===== src/rtl/regfile_writeback_queue_if.sv =====
// Writeback request/commit bundle between the ALU/load paths, the queue and the register file.
// Optional forwarding lookup signals exist only when WB_FORWARD_EN is defined.
interface regfile_writeback_queue_if #(
    parameter int DEPTH  = 4,
    parameter int DATA_W = 32,
    parameter int ADDR_W = 5
);
    localparam int CW   = $clog2(DEPTH) + 1;
    localparam int NREG = 1 << ADDR_W;

    logic              AluValid_40;
    logic [ADDR_W-1:0] AluReg_40;
    logic [DATA_W-1:0] AluData_40;
    logic              AluReady_40;
    logic              MemValid_40;
    logic [ADDR_W-1:0] MemReg_40;
    logic [DATA_W-1:0] MemData_40;
    logic              MemReady_40;
    logic              RegWrite_40;
    logic [ADDR_W-1:0] WriteRegister_40;
    logic [DATA_W-1:0] WriteData_40;
    logic [NREG-1:0]   Pending_40;
    logic [CW-1:0]     Count_40;
`ifdef WB_FORWARD_EN
    logic [ADDR_W-1:0] FwdReg_40;
    logic              FwdHit_40;
    logic [DATA_W-1:0] FwdData_40;

    modport master (
        output AluValid_40, AluReg_40, AluData_40, MemValid_40, MemReg_40, MemData_40, FwdReg_40,
        input  AluReady_40, MemReady_40, RegWrite_40, WriteRegister_40, WriteData_40,
               Pending_40, Count_40, FwdHit_40, FwdData_40
    );
    modport slave (
        input  AluValid_40, AluReg_40, AluData_40, MemValid_40, MemReg_40, MemData_40, FwdReg_40,
        output AluReady_40, MemReady_40, RegWrite_40, WriteRegister_40, WriteData_40,
               Pending_40, Count_40, FwdHit_40, FwdData_40
    );
`else
    modport master (
        output AluValid_40, AluReg_40, AluData_40, MemValid_40, MemReg_40, MemData_40,
        input  AluReady_40, MemReady_40, RegWrite_40, WriteRegister_40, WriteData_40,
               Pending_40, Count_40
    );
    modport slave (
        input  AluValid_40, AluReg_40, AluData_40, MemValid_40, MemReg_40, MemData_40,
        output AluReady_40, MemReady_40, RegWrite_40, WriteRegister_40, WriteData_40,
               Pending_40, Count_40
    );
`endif
endinterface


===== src/rtl/regfile_writeback_queue.sv =====
// In-order writeback FIFO feeding the register file write port; Mem enqueued ahead of ALU.
// Latency: accepted at edge k, committed at edge k+1; drains one entry per cycle, never stalls.
// Backpressure: readies from registered Count_40 (pop not credited); Mem wins the last slot. Option: WB_FORWARD_EN.
module regfile_writeback_queue #(
    parameter int DEPTH  = 4,
    parameter int DATA_W = 32,
    parameter int ADDR_W = 5
) (
    input  logic Clk_40,
    input  logic Reset_n_40,
    regfile_writeback_queue_if.slave wb
);
    localparam int PW   = $clog2(DEPTH);
    localparam int CW   = PW + 1;
    localparam int NREG = 1 << ADDR_W;

    logic [DATA_W-1:0] dat_q [DEPTH];
    logic [ADDR_W-1:0] reg_q [DEPTH];
    logic [PW-1:0]     wr_ptr_q, wr_ptr_d;
    logic [PW-1:0]     rd_ptr_q, rd_ptr_d;
    logic [CW-1:0]     count_q, count_d;
    logic [CW-1:0]     free;
    logic [PW-1:0]     alu_slot;
    logic              mem_rdy, alu_rdy;
    logic              mem_push, alu_push, pop;
    logic [NREG-1:0]   pending;

    // Readies are forced low while reset is asserted so nothing is accepted then.
    always_comb begin
        free    = CW'(DEPTH) - count_q;
        mem_rdy = Reset_n_40 && (free >= CW'(1));
        alu_rdy = Reset_n_40 && ((free >= CW'(2)) || ((free == CW'(1)) && !wb.MemValid_40));
    end

    // Writes to r0 complete the handshake but never occupy a slot.
    always_comb begin
        mem_push = wb.MemValid_40 && mem_rdy && (wb.MemReg_40 != '0);
        alu_push = wb.AluValid_40 && alu_rdy && (wb.AluReg_40 != '0);
        pop      = (count_q != '0);
        alu_slot = wr_ptr_q + PW'(mem_push);
        wr_ptr_d = wr_ptr_q + PW'(mem_push) + PW'(alu_push);
        rd_ptr_d = rd_ptr_q + PW'(pop);
        count_d  = count_q + CW'(mem_push) + CW'(alu_push) - CW'(pop);
    end

    always_ff @(posedge Clk_40 or negedge Reset_n_40) begin
        if (!Reset_n_40) begin
            wr_ptr_q <= '0;
            rd_ptr_q <= '0;
            count_q  <= '0;
        end else begin
            wr_ptr_q <= wr_ptr_d;
            rd_ptr_q <= rd_ptr_d;
            count_q  <= count_d;
        end
    end

    // Payload storage needs no reset: occupancy is tracked solely by the pointers and count.
    always_ff @(posedge Clk_40) begin
        if (mem_push) begin
            dat_q[wr_ptr_q] <= wb.MemData_40;
            reg_q[wr_ptr_q] <= wb.MemReg_40;
        end
        if (alu_push) begin
            dat_q[alu_slot] <= wb.AluData_40;
            reg_q[alu_slot] <= wb.AluReg_40;
        end
    end

    always_comb begin
        logic [PW-1:0] idx;
        idx     = '0;
        pending = '0;
        for (int k = 0; k < DEPTH; k++) begin
            idx = rd_ptr_q + PW'(k);
            if (CW'(k) < count_q) begin
                pending[reg_q[idx]] = 1'b1;
            end
        end
        pending[0] = 1'b0;
    end

    assign wb.AluReady_40      = alu_rdy;
    assign wb.MemReady_40      = mem_rdy;
    assign wb.RegWrite_40      = pop;
    assign wb.WriteRegister_40 = pop ? reg_q[rd_ptr_q] : '0;
    assign wb.WriteData_40     = pop ? dat_q[rd_ptr_q] : '0;
    assign wb.Pending_40       = pending;
    assign wb.Count_40         = count_q;

`ifdef WB_FORWARD_EN
    logic              fwd_hit;
    logic [DATA_W-1:0] fwd_dat;

    // Scan oldest to youngest so the last match seen is the youngest write.
    always_comb begin
        logic [PW-1:0] fidx;
        fidx    = '0;
        fwd_hit = 1'b0;
        fwd_dat = '0;
        for (int k = 0; k < DEPTH; k++) begin
            fidx = rd_ptr_q + PW'(k);
            if ((CW'(k) < count_q) && (wb.FwdReg_40 != '0) && (reg_q[fidx] == wb.FwdReg_40)) begin
                fwd_hit = 1'b1;
                fwd_dat = dat_q[fidx];
            end
        end
    end

    assign wb.FwdHit_40  = fwd_hit;
    assign wb.FwdData_40 = fwd_dat;
`endif
endmodule

===== src/flat_wrapper.sv =====
// flat-port wrapper written by rule: the top's interface ports become plain ports
module regfile_writeback_queue_flat 
#(
    parameter int DEPTH  = 4,
    parameter int DATA_W = 32,
    parameter int ADDR_W = 5
)
  (Clk_40, Reset_n_40, wb_AluValid_40, wb_AluReg_40, wb_AluData_40, wb_MemValid_40, wb_MemReg_40, wb_MemData_40, wb_AluReady_40, wb_MemReady_40, wb_RegWrite_40, wb_WriteRegister_40, wb_WriteData_40, wb_Pending_40, wb_Count_40);
  regfile_writeback_queue_if #(.DEPTH(DEPTH), .DATA_W(DATA_W), .ADDR_W(ADDR_W)) wb_i ();
  input  logic Clk_40;
  input  logic Reset_n_40;
  input wire logic [$bits(wb_i.AluValid_40)-1:0] wb_AluValid_40;
  input wire logic [$bits(wb_i.AluReg_40)-1:0] wb_AluReg_40;
  input wire logic [$bits(wb_i.AluData_40)-1:0] wb_AluData_40;
  input wire logic [$bits(wb_i.MemValid_40)-1:0] wb_MemValid_40;
  input wire logic [$bits(wb_i.MemReg_40)-1:0] wb_MemReg_40;
  input wire logic [$bits(wb_i.MemData_40)-1:0] wb_MemData_40;
  output wire logic [$bits(wb_i.AluReady_40)-1:0] wb_AluReady_40;
  output wire logic [$bits(wb_i.MemReady_40)-1:0] wb_MemReady_40;
  output wire logic [$bits(wb_i.RegWrite_40)-1:0] wb_RegWrite_40;
  output wire logic [$bits(wb_i.WriteRegister_40)-1:0] wb_WriteRegister_40;
  output wire logic [$bits(wb_i.WriteData_40)-1:0] wb_WriteData_40;
  output wire logic [$bits(wb_i.Pending_40)-1:0] wb_Pending_40;
  output wire logic [$bits(wb_i.Count_40)-1:0] wb_Count_40;
  assign wb_i.AluValid_40 = wb_AluValid_40;
  assign wb_i.AluReg_40 = wb_AluReg_40;
  assign wb_i.AluData_40 = wb_AluData_40;
  assign wb_i.MemValid_40 = wb_MemValid_40;
  assign wb_i.MemReg_40 = wb_MemReg_40;
  assign wb_i.MemData_40 = wb_MemData_40;
  assign wb_AluReady_40 = wb_i.AluReady_40;
  assign wb_MemReady_40 = wb_i.MemReady_40;
  assign wb_RegWrite_40 = wb_i.RegWrite_40;
  assign wb_WriteRegister_40 = wb_i.WriteRegister_40;
  assign wb_WriteData_40 = wb_i.WriteData_40;
  assign wb_Pending_40 = wb_i.Pending_40;
  assign wb_Count_40 = wb_i.Count_40;
  regfile_writeback_queue #(.DEPTH(DEPTH), .DATA_W(DATA_W), .ADDR_W(ADDR_W)) u_core (.Clk_40(Clk_40), .Reset_n_40(Reset_n_40), .wb(wb_i));
endmodule

===== config.mk =====
export PLATFORM = sky130hd
export DESIGN_NAME = regfile_writeback_queue_flat
export DESIGN_NICKNAME = d
export VERILOG_FILES = /design/src/rtl/regfile_writeback_queue_if.sv /design/src/rtl/regfile_writeback_queue.sv /design/src/flat_wrapper.sv
export SDC_FILE = /design/constraint.sdc
export NUM_CORES = 1
export LEC_CHECK = 0
export ABC_AREA = 1
export BUFFER_PORTS_ARGS = -buffer_cell sky130_fd_sc_hd__buf_2
export CAP_MARGIN = 5
export CORE_ASPECT_RATIO = 0.7
export CORE_MARGIN = 2
export CORE_UTILIZATION = 30
export DETAILED_ROUTE_END_ITERATION = 10
export PLACE_DENSITY = 0.58
export SYNTH_ARGS = -nofsm -noshare
export SYNTH_HDL_FRONTEND = slang
export SYNTH_SLANG_ARGS = --single-unit

===== constraint.sdc =====
create_clock -name Clk_40 -period 8.8 [get_ports Clk_40]
set_input_delay 1.32 -clock Clk_40 [delete_from_list [all_inputs] [get_ports Clk_40]]
set_output_delay 1.32 -clock Clk_40 [all_outputs]
set_load 0.05 [all_outputs]

# ---- Yosys cells after proc, flatten, opt, wreduce, memory -nomap -nowiden
# Memories as Yosys holds them, arrays and structs flattened.
# Cells that the tools add are included.
# Widths: inputs -> output; s select.
dict set report totals {
  ff_bits 7
  ram_bits 148
  in_bits 78
  output_inout_bits 75
  wordCells 67
  memories 2
}
dict set report op_classes {
  addsub 10
  n_lt_le_gt_ge 14
  eq_ne 1
  n_mux 18
  n_bitwise 3
  n_reduce_logical 16
}
# memory depth word_bits rd rd_ports_with_merged_regs write_ports line
set memory_table {}
lappend memory_table {u_core.dat_q 4 32 1 0 2 regfile_writeback_queue.sv:17} ;# logic [DATA_W-1:0] dat_q [DEPTH];
lappend memory_table {u_core.reg_q 4 5 4 0 2 regfile_writeback_queue.sv:18} ;# logic [ADDR_W-1:0] reg_q [DEPTH];
# cell n
set op_table {}
lappend op_table {{$mux 32} 5}
lappend op_table {{$or 32x32->32} 3}
lappend op_table {{$lt 5x6->1 const B} 4}
lappend op_table {{$demux 1 s5} 4}
lappend op_table {{$ge 5x1->1 const B} 4}
lappend op_table {{$logic_and 1x1->1} 11}
lappend op_table {{$reduce_bool 5->1} 2}
lappend op_table {{$mux 1} 8}
lappend op_table {{$add 2x1->2} 3}
lappend op_table {{$add 3x1->3} 2}
lappend op_table {{$lt 1x3->1 const A} 2}
lappend op_table {{$lt 2x3->1 const A} 2}
lappend op_table {{$mux 5} 1}
lappend op_table {{$add 2x2->2 const B} 2}
lappend op_table {{$eq 3x1->1 const B} 1}
lappend op_table {{$ge 3x1->1 const B} 1}
lappend op_table {{$ge 3x2->1 const B} 1}
lappend op_table {{$reduce_bool 3->1} 1}
lappend op_table {{$sub 3x1->3} 1}
lappend op_table {{$sub 3x3->3 const A} 1}
lappend op_table {{$add 2x1->2 const B} 1}
lappend op_table {{$logic_not 1->1} 1}
lappend op_table {{$logic_or 1x1->1} 1}

# ---- Logic depth before layout (Yosys ltp)
# Gate-level depths: netlist (run 1).
# An unclocked memory read counts as a cell.
dict set report logic_depth {
  ltp_word 12
  mapped_depth 17
  depth_no_buf 15
}

# ---- Least setup slack after synthesis (run 1)
# No wires, ideal clock.
dict set report synth_timing {
  kind {reg-to-reg}
  start {register u_core.count_q[2], in the netlist u_core.wb.Count_40[2]}
  end {memory u_core.dat_q[2][0], enable pin}
  setup_time_ns 0.483
  arrival_ns 5.284
  t_required_ns 8.317
  path_slack_ns 3.033
  path_stages_with_launch 8
  n_path_buf 0
  period_less_slack_ns 5.767
  path_cell_list {dfrtp_1 > inv_1 > ha_1 > inv_2 > nor3_1 > a21oi_1 > nand3_1 > o21ai_0}
}
# item line
set synth_rtl {}
lappend synth_rtl {{start: declaration} regfile_writeback_queue.sv:21} ;# logic [CW-1:0] count_q, count_d;
lappend synth_rtl {{start signal: assignment} regfile_writeback_queue.sv:54} ;# count_q <= count_d;
lappend synth_rtl {{end: declaration} regfile_writeback_queue.sv:17}

# ---- Final worst setup path (run 1)
dict set report layout_timing {
  start {register u_core.rd_ptr_q[0]}
  end {output port wb_Pending_40[27]}
}
dict set report layout_via {
  elab_chain_len 12
  word_cells_on_any_way 31
  cone_classes {add/sub (3); order compare (8); mux (12); bitwise (3); reduce/logical (4); memory (1)}
}
# item line
set layout_rtl {}
lappend layout_rtl {{start: declaration} regfile_writeback_queue.sv:20} ;# logic [PW-1:0] rd_ptr_q, rd_ptr_d;
lappend layout_rtl {{start signal: assignment} regfile_writeback_queue.sv:53} ;# rd_ptr_q <= rd_ptr_d;
lappend layout_rtl {{$add 2x1->2 or $mem_v2 4x5 (tied branches)} -}
lappend layout_rtl {{$mem_v2 4x5 (*)} -}
lappend layout_rtl {{$lt 5x6->1 (implied by the code), or another cell as far along} regfile_writeback_queue.sv:77} ;# pending[reg_q[idx]] = 1'b1;
lappend layout_rtl {{$logic_and 1x1->1 (implied by the code) or $mux 1 (tied branches)} regfile_writeback_queue.sv:77}
lappend layout_rtl {{$mux 1 (implied by the code) or $demux 1 s5 (tied branches)} -}
lappend layout_rtl {{$demux 1 s5 or $mux 32 (tied branches)} -}
lappend layout_rtl {{$or 32x32->32 (no line)} -}
lappend layout_rtl {{$mux 32} regfile_writeback_queue.sv:76} ;# if (CW'(k) < count_q) begin
lappend layout_rtl {{$or 32x32->32 (no line)} -}
lappend layout_rtl {{$mux 32} regfile_writeback_queue.sv:76}
lappend layout_rtl {{$or 32x32->32 (no line)} -}
lappend layout_rtl {{$mux 32 (*)} regfile_writeback_queue.sv:76}
lappend layout_rtl {{end: declaration} flat_wrapper.sv:23} ;# output wire logic [$bits(wb_i.Pending_40)-1:0] wb_Pending_40;
# Every way passes the cells marked *; elsewhere a longest branch is shown, timed or not.

==> results of run 1 <==
==> synthesized netlist by cell type, types with 13 or more instances <==
library cell / number / area, µm²
edfxtp_1: 148 / 4440
o21ai_1: 37 / 185
inv_1: 73 / 274
nand2_2: 31 / 194
buf_2: 28 / 140
nand3_1: 181 / 906
nand3_2: 13 / 130
o21ai_0: 63 / 315
a41oi_1: 32 / 280
nor2_1: 198 / 743
nand2_1: 342 / 1280
buf_6: 31 / 349
o21ai_2: 51 / 447
==> power breakdown <==
group	switching (mW)	leakage (nW)	internal (mW)	total [mW]
Sequential	0.0774	1.44	1.06	1.14
Combinational	2.39	3.34	0.668	3.05
Clock	0.302	0.309	0.505	0.807
==> worst min path at each step <==
stage	to	depth (start not counted)	slack, ns	startpoint
floorplan	u_core.rd_ptr_q[0]	1	0.50	u_core.rd_ptr_q[0]
global route	u_core.wb.Count_40[1]	1	0.73	Reset_n_40
finish	u_core.wr_ptr_q[1]	2	0.71	u_core.wr_ptr_q[1]
CTS	u_core.wr_ptr_q[1]	2	0.71	u_core.wr_ptr_q[1]
global placement	u_core.wr_ptr_q[1]	2	0.70	u_core.wr_ptr_q[1]
detailed placement	u_core.wr_ptr_q[1]	2	0.70	u_core.wr_ptr_q[1]
==> tightest hold or removal path, cell delays in order, from the launching register on <==
cell,delay [ns]
dfrtp_1,0.42
xnor2_2,0.17
xnor2_1,0.08
==> state kept, by name, summed over array words and instances (netlist names) <==
name and count:
u_core.dat_q 128, u_core.wb.Count_40 3, u_core.reg_q 20, u_core.rd_ptr_q 2, u_core.wr_ptr_q 2
==> per-layer routing <==
layer,global-route usage [%],vias up,part of all wire [%]
met5,0,-,0.14
met4,3.95,6,1.1
met3,3.99,33,6.7
met2,26.1,293,45
met1,24.0,4354,47
li1,-,4592,-
==> kinds of logic (layout without fill, tap and decap cells) <==
| group | Yosys count | in the layout |
|---|---|---|
| AND/OR/NAND/NOR | 781 | 781 |
| adder cells (fa/ha/maj) | 12 | 12 |
| other | 1 | 2 |
| AO/OA/AOI/OAI | 186 | 186 |
| XOR/XNOR | 4 | 4 |
| flip-flops | 155 | 155 |
| buffers and inverters | 159 | 272 |
==> metrics by stage <==
stage	utilization [%]	power (mW)	cell area, µm²	worst slack (ns)
finish	34.6	5.00	11900	4.17
global route	34.6	5.33	11900	3.80
CTS	34.6	5.02	11900	4.16
detailed placement	32.7	4.21	11300	3.85
global placement	32.7	4.17	11300	3.98
floorplan	-	3.57	10400	3.03
==> cell type report <==
type | instances | area (µm²) | share of cell area (%)
Multi-Input combinational cell | 984 | 4950 | 41.5
Clock inverter | 14 | 214 | 1.79
Inverter | 80 | 305 | 2.56
Timing Repair Buffer | 160 | 823 | 6.90
Tap cell | 472 | 591 | 4.95
Sequential cell | 155 | 4620 | 38.7
Clock buffer | 18 | 429 | 3.59
Antenna cell | 1 | 2.50 | 0.0210
==> flow_summary.yaml, run 1 <==
route:
  wl_per_cell_um: 16.1
  drt_wl_total_um: 30400
  drc: 0
  first_iter_violations: 730
  via_count: 9278
  postRouteAntennaNets: 0
  first_pass_iters: 5
  viasPerCell: 4.92
global_route:
  antenna_found_initial: 4
  grt_overflow: 0
  grt_usage_pct: 16.9
  grt_pass1_vias: 8834
  grt_max_degree: 100
  grt_pass1_wl_um: 48100
floorplan:
  fp.dieW_um: 227
  rows: 57
  core_area_um2: 34500
  die_y_um: 160
  io_pins: 153
  die_area_um2: 36300
  start_util_pct: 30.3
timing:
  clock_skew_ns: 0.00872
  rsz0062_at_grt: "no"
  fmax_mhz: 216
  hold_viol_final: 0
  setup_viol: 0
  period_minus_slack_ns: 4.63
  tightest_slew_ns: 1.11
  hold-worst-slack_ns: 0.708
  slew_viol_final: 0
  period_share_pct: 52.6
  final.setup.tns_ns: 0
  maxSlewHeadroom_pct: 26.1
clock_network:
  cts_max_level: 4
  clkLatencyLatePin_ns: 0.42
  cts_tree: "built"
  clk_pin_slew_worst_paths_ns: 0.06
  ctsHoldBuffers: 0
  cts_buffers: 17
  root_buffer: "clkbuf_16"
  cts.path.max_buffers: 2
  postCtsSetupBuffers: 0
  cts.sinks: 155
  ctsResizeCount: 0
synth:
  ys_warn_count: 0
  ys_ff_latch: 155
  ys_seq_area_share_pct: 44.2
  synth.mux.area_fraction_pct: 0
  synth_xor_area_share_pct: 0.407
  netlist_area_um2: 10400
  yosys.area_share.adder_pct: 1.58
  synth_simple_gate_area_share_pct: 33.1
  postSynth.asyncResetShare_pct: 4.52
  synthFlopType: "edfxtp_1"
  syn_nets: 1388
  synth_compound_area_share_pct: 12.0
  yosys.cell_types.count: 32
  synth_edf_count: 148
  synth_top_family_by_area: "simple AND/OR/NAND/NOR gates"
  syn-instance-count: 1298
  synth.avg_cell_area_um2: 8.05
final_layout:
  drive_gt1_share_pct: 22.3
  stdcell_count: 1884
  layout_commonest_cell: "nand2_1"
  fill_cells: 3583
  most-common-layout-cells: "nand2_1, nor2_1, nand3_1"
  area_growth_pct: 14.3
  nets: 1488
critical_path:
  rrSetupSlack_ns: 4.39
  cpPeakStageDelay_ns: 0.82
  startpoint: "u_core.rd_ptr_q[0]"
  start_kind: "flop"
  path_class: "reg -> out"
  endpoint: "wb_Pending_40[27]"
  cp_max_fo: 99
  path_cells: "buf_4 > nand2_1 > nand2_1 > nand2_1 > nand2_1 > nand3_1 > nor2_1 > nor2_1 > nand2_1 > buf_2"
  r2r-end: "u_core.dat_q[1][1]"
  r2r_cells: 14
  crit_arrival_ns: 3.31
  crit_cells: 10
  cpMostUsedCell: "nand2_1"
  crit_required_ns: 7.48
  cp_slowest_cell: "buf_4"
  worst-path-buf-inv: 2
  r2r_start: "u_core.wb.Count_40[2]"
  cpLargestDelayFamily: "simple AND/OR/NAND/NOR gates"
  end_kind: "output port"
power:
  power.density_nw_per_um2: 419
  p_leak_nw: 5.08
  peakVddDrop_v: 0.000249
place:
  portBuffers: 151
  place.gp.congestion: 0.849
  place_inst: 1851
  dp_hpwl_um: 20100
run_status:
  status: "finished clean"
min_path:
  hold_path_class: "reg -> reg"
run:
  cap_violations: 0
No activity file was read; power rests on OpenSTA's default activity.
==> run 2: changes to the inputs <==
clock period = 4.3 ns   (was 8.8 ns; I/O delays follow)
==> flow_summary.yaml, run 2 (synthesis gave the netlist of run 1 again) <==
timing:
  finalWorstSetupSlack_ns: 0.725
  rsz0062_at_grt: "no"
  slew_viol_final: 0
  hold_viol_final: 0
  maxSlewHeadroom_pct: 41.2
  period_minus_slack_ns: 3.58
  tightest_slew_ns: 0.882
  final.setup.tns_ns: 0
  clock_skew_ns: 0.00602
  setup_viol: 0
  period_share_pct: 83.2
  fmax_mhz: 280
critical_path:
  r2r-end: "u_core.dat_q[2][8]"
  path_cells: "inv_6 > nand2_1 > nand2_1 > nand2_1 > nand2_2 > nand3_1 > nor2_1 > nor2_1 > nand2_1 > buf_2"
  cpPeakStageDelay_ns: 0.55
  cp_slowest_cell: "dfrtp_4"
  rrSetupSlack_ns: 0.77
  cp_max_fo: 36
  r2r_cells: 14
  start_kind: "flop"
  end_kind: "output port"
  cpMostUsedCell: "nand2_1"
  crit_required_ns: 3.65
  crit_arrival_ns: 2.93
  r2r_start: "u_core.wb.Count_40[0]"
  path_class: "reg -> out"
global_route:
  grt_overflow: 0
  grt_pass1_vias: 8926
  grt_usage_pct: 17.3
  grt_max_degree: 75
  grt_pass1_wl_um: 49100
  antenna_found_initial: 7
route:
  viasPerCell: 4.94
  drc: 0
  wl_per_cell_um: 16.3
  drt_wl_total_um: 30900
  via_count: 9378
  first_iter_violations: 699
  first_pass_iters: 5
  postRouteAntennaNets: 0
clock_network:
  ctsHoldBuffers: 0
  cts_max_level: 4
  cts.sinks: 155
  clkLatencyLatePin_ns: 0.42
  clk_pin_slew_worst_paths_ns: 0.07
  cts_tree: "built"
  ctsResizeCount: 0
  postCtsSetupBuffers: 0
  root_buffer: "clkbuf_16"
  cts_buffers: 17
  cts.path.max_buffers: 2
floorplan:
  start_util_pct: 30.3
  io_pins: 153
  core_area_um2: 34500
  fp.dieW_um: 227
  die_y_um: 160
  die_area_um2: 36300
  rows: 57
final_layout:
  most-common-layout-cells: "nand2_1, nor2_1, nand3_1"
  seq_area_um2: 4620
  multi_input_area_um2: 4950
  top_register: "u_core.dat_q"
  layout_commonest_cell: "nand2_1"
  area_growth_pct: 15.3
  nets: 1499
  fin_area_um2: 12000
  drive_gt1_share_pct: 23.0
  fin_util_pct: 34.9
  largest_reg_flops: 128
  fill_cells: 3593
power:
  peakVddDrop_v: 0.000288
  finalPower_mw: 10.2
  power.density_nw_per_um2: 850
  p_leak_nw: 5.13
run_status:
  status: "finished clean"
place:
  place.gp.congestion: 0.826
  placed_area_um2: 11400
  portBuffers: 151
  place_ws_ns: 0.804
  dp_hpwl_um: 21100
run:
  cap_violations: 0
min_path:
  hold_path_class: "in -> async"
==> run 2: layout make-up <==
class	instances	area share [%]
Clock inverter	15	1.32
Tap cell	472	4.91
Clock buffer	17	3.53
Multi-Input combinational cell	984	41.2
Inverter	80	2.54
Antenna cell	4	0.0832
Sequential cell	155	38.4
Timing Repair Buffer	171	8.04
==> run 2: metal layers <==
layer / vias up / track usage, % / wire, µm
li1: 4611 / - / -
met1: 4415 / 24.8 / 14600
met2: 302 / 26.1 / 13500
met3: 44 / 3.50 / 2120
met4: 6 / 4.96 / 577
met5: - / 0 / 40
==> run 2: power by group <==
part           switching (mW)  internal, mW
Sequential              0.148          2.17
Combinational            4.94          1.46
Clock                   0.683         0.824
==> run 2: how the worst max path moves through the flow <==
stage	start	end	slack, ns	depth (start not counted)
4_1_cts	u_core.rd_ptr_q[1]	wb_Pending_40[21]	0.72	9
5_1_grt	u_core.wb.Count_40[0]	u_core.dat_q[2][8]	0.45	14
2_1_floorplan	u_core.wb.Count_40[2]	u_core.dat_q[2][0]	0.19	14
3_5_place_dp	u_core.wb.Count_40[0]	u_core.dat_q[2][11]	0.80	14
6_report	u_core.rd_ptr_q[0]	wb_Pending_40[26]	0.72	10
3_3_place_gp	u_core.wb.Count_40[1]	u_core.dat_q[1][12]	0.89	16
==> run 2: worst max-delay path: cells and delay by family, from the launching register on <==
family | cells | cell delay [ns]
DFF | 1 | 0.55
and+or+nand+nor | 8 | 1.38
buffers and inverters | 2 | 0.54
==> run 2: metrics by stage <==
stage | std cells | hold WS, ns
global route | 1898 | 0.0461
global placement | 1862 | 0.497
finish | 1898 | 0.0540
detailed placement | 1862 | 0.498
floorplan | 1298 | 0.349
CTS | 1894 | 0.0380
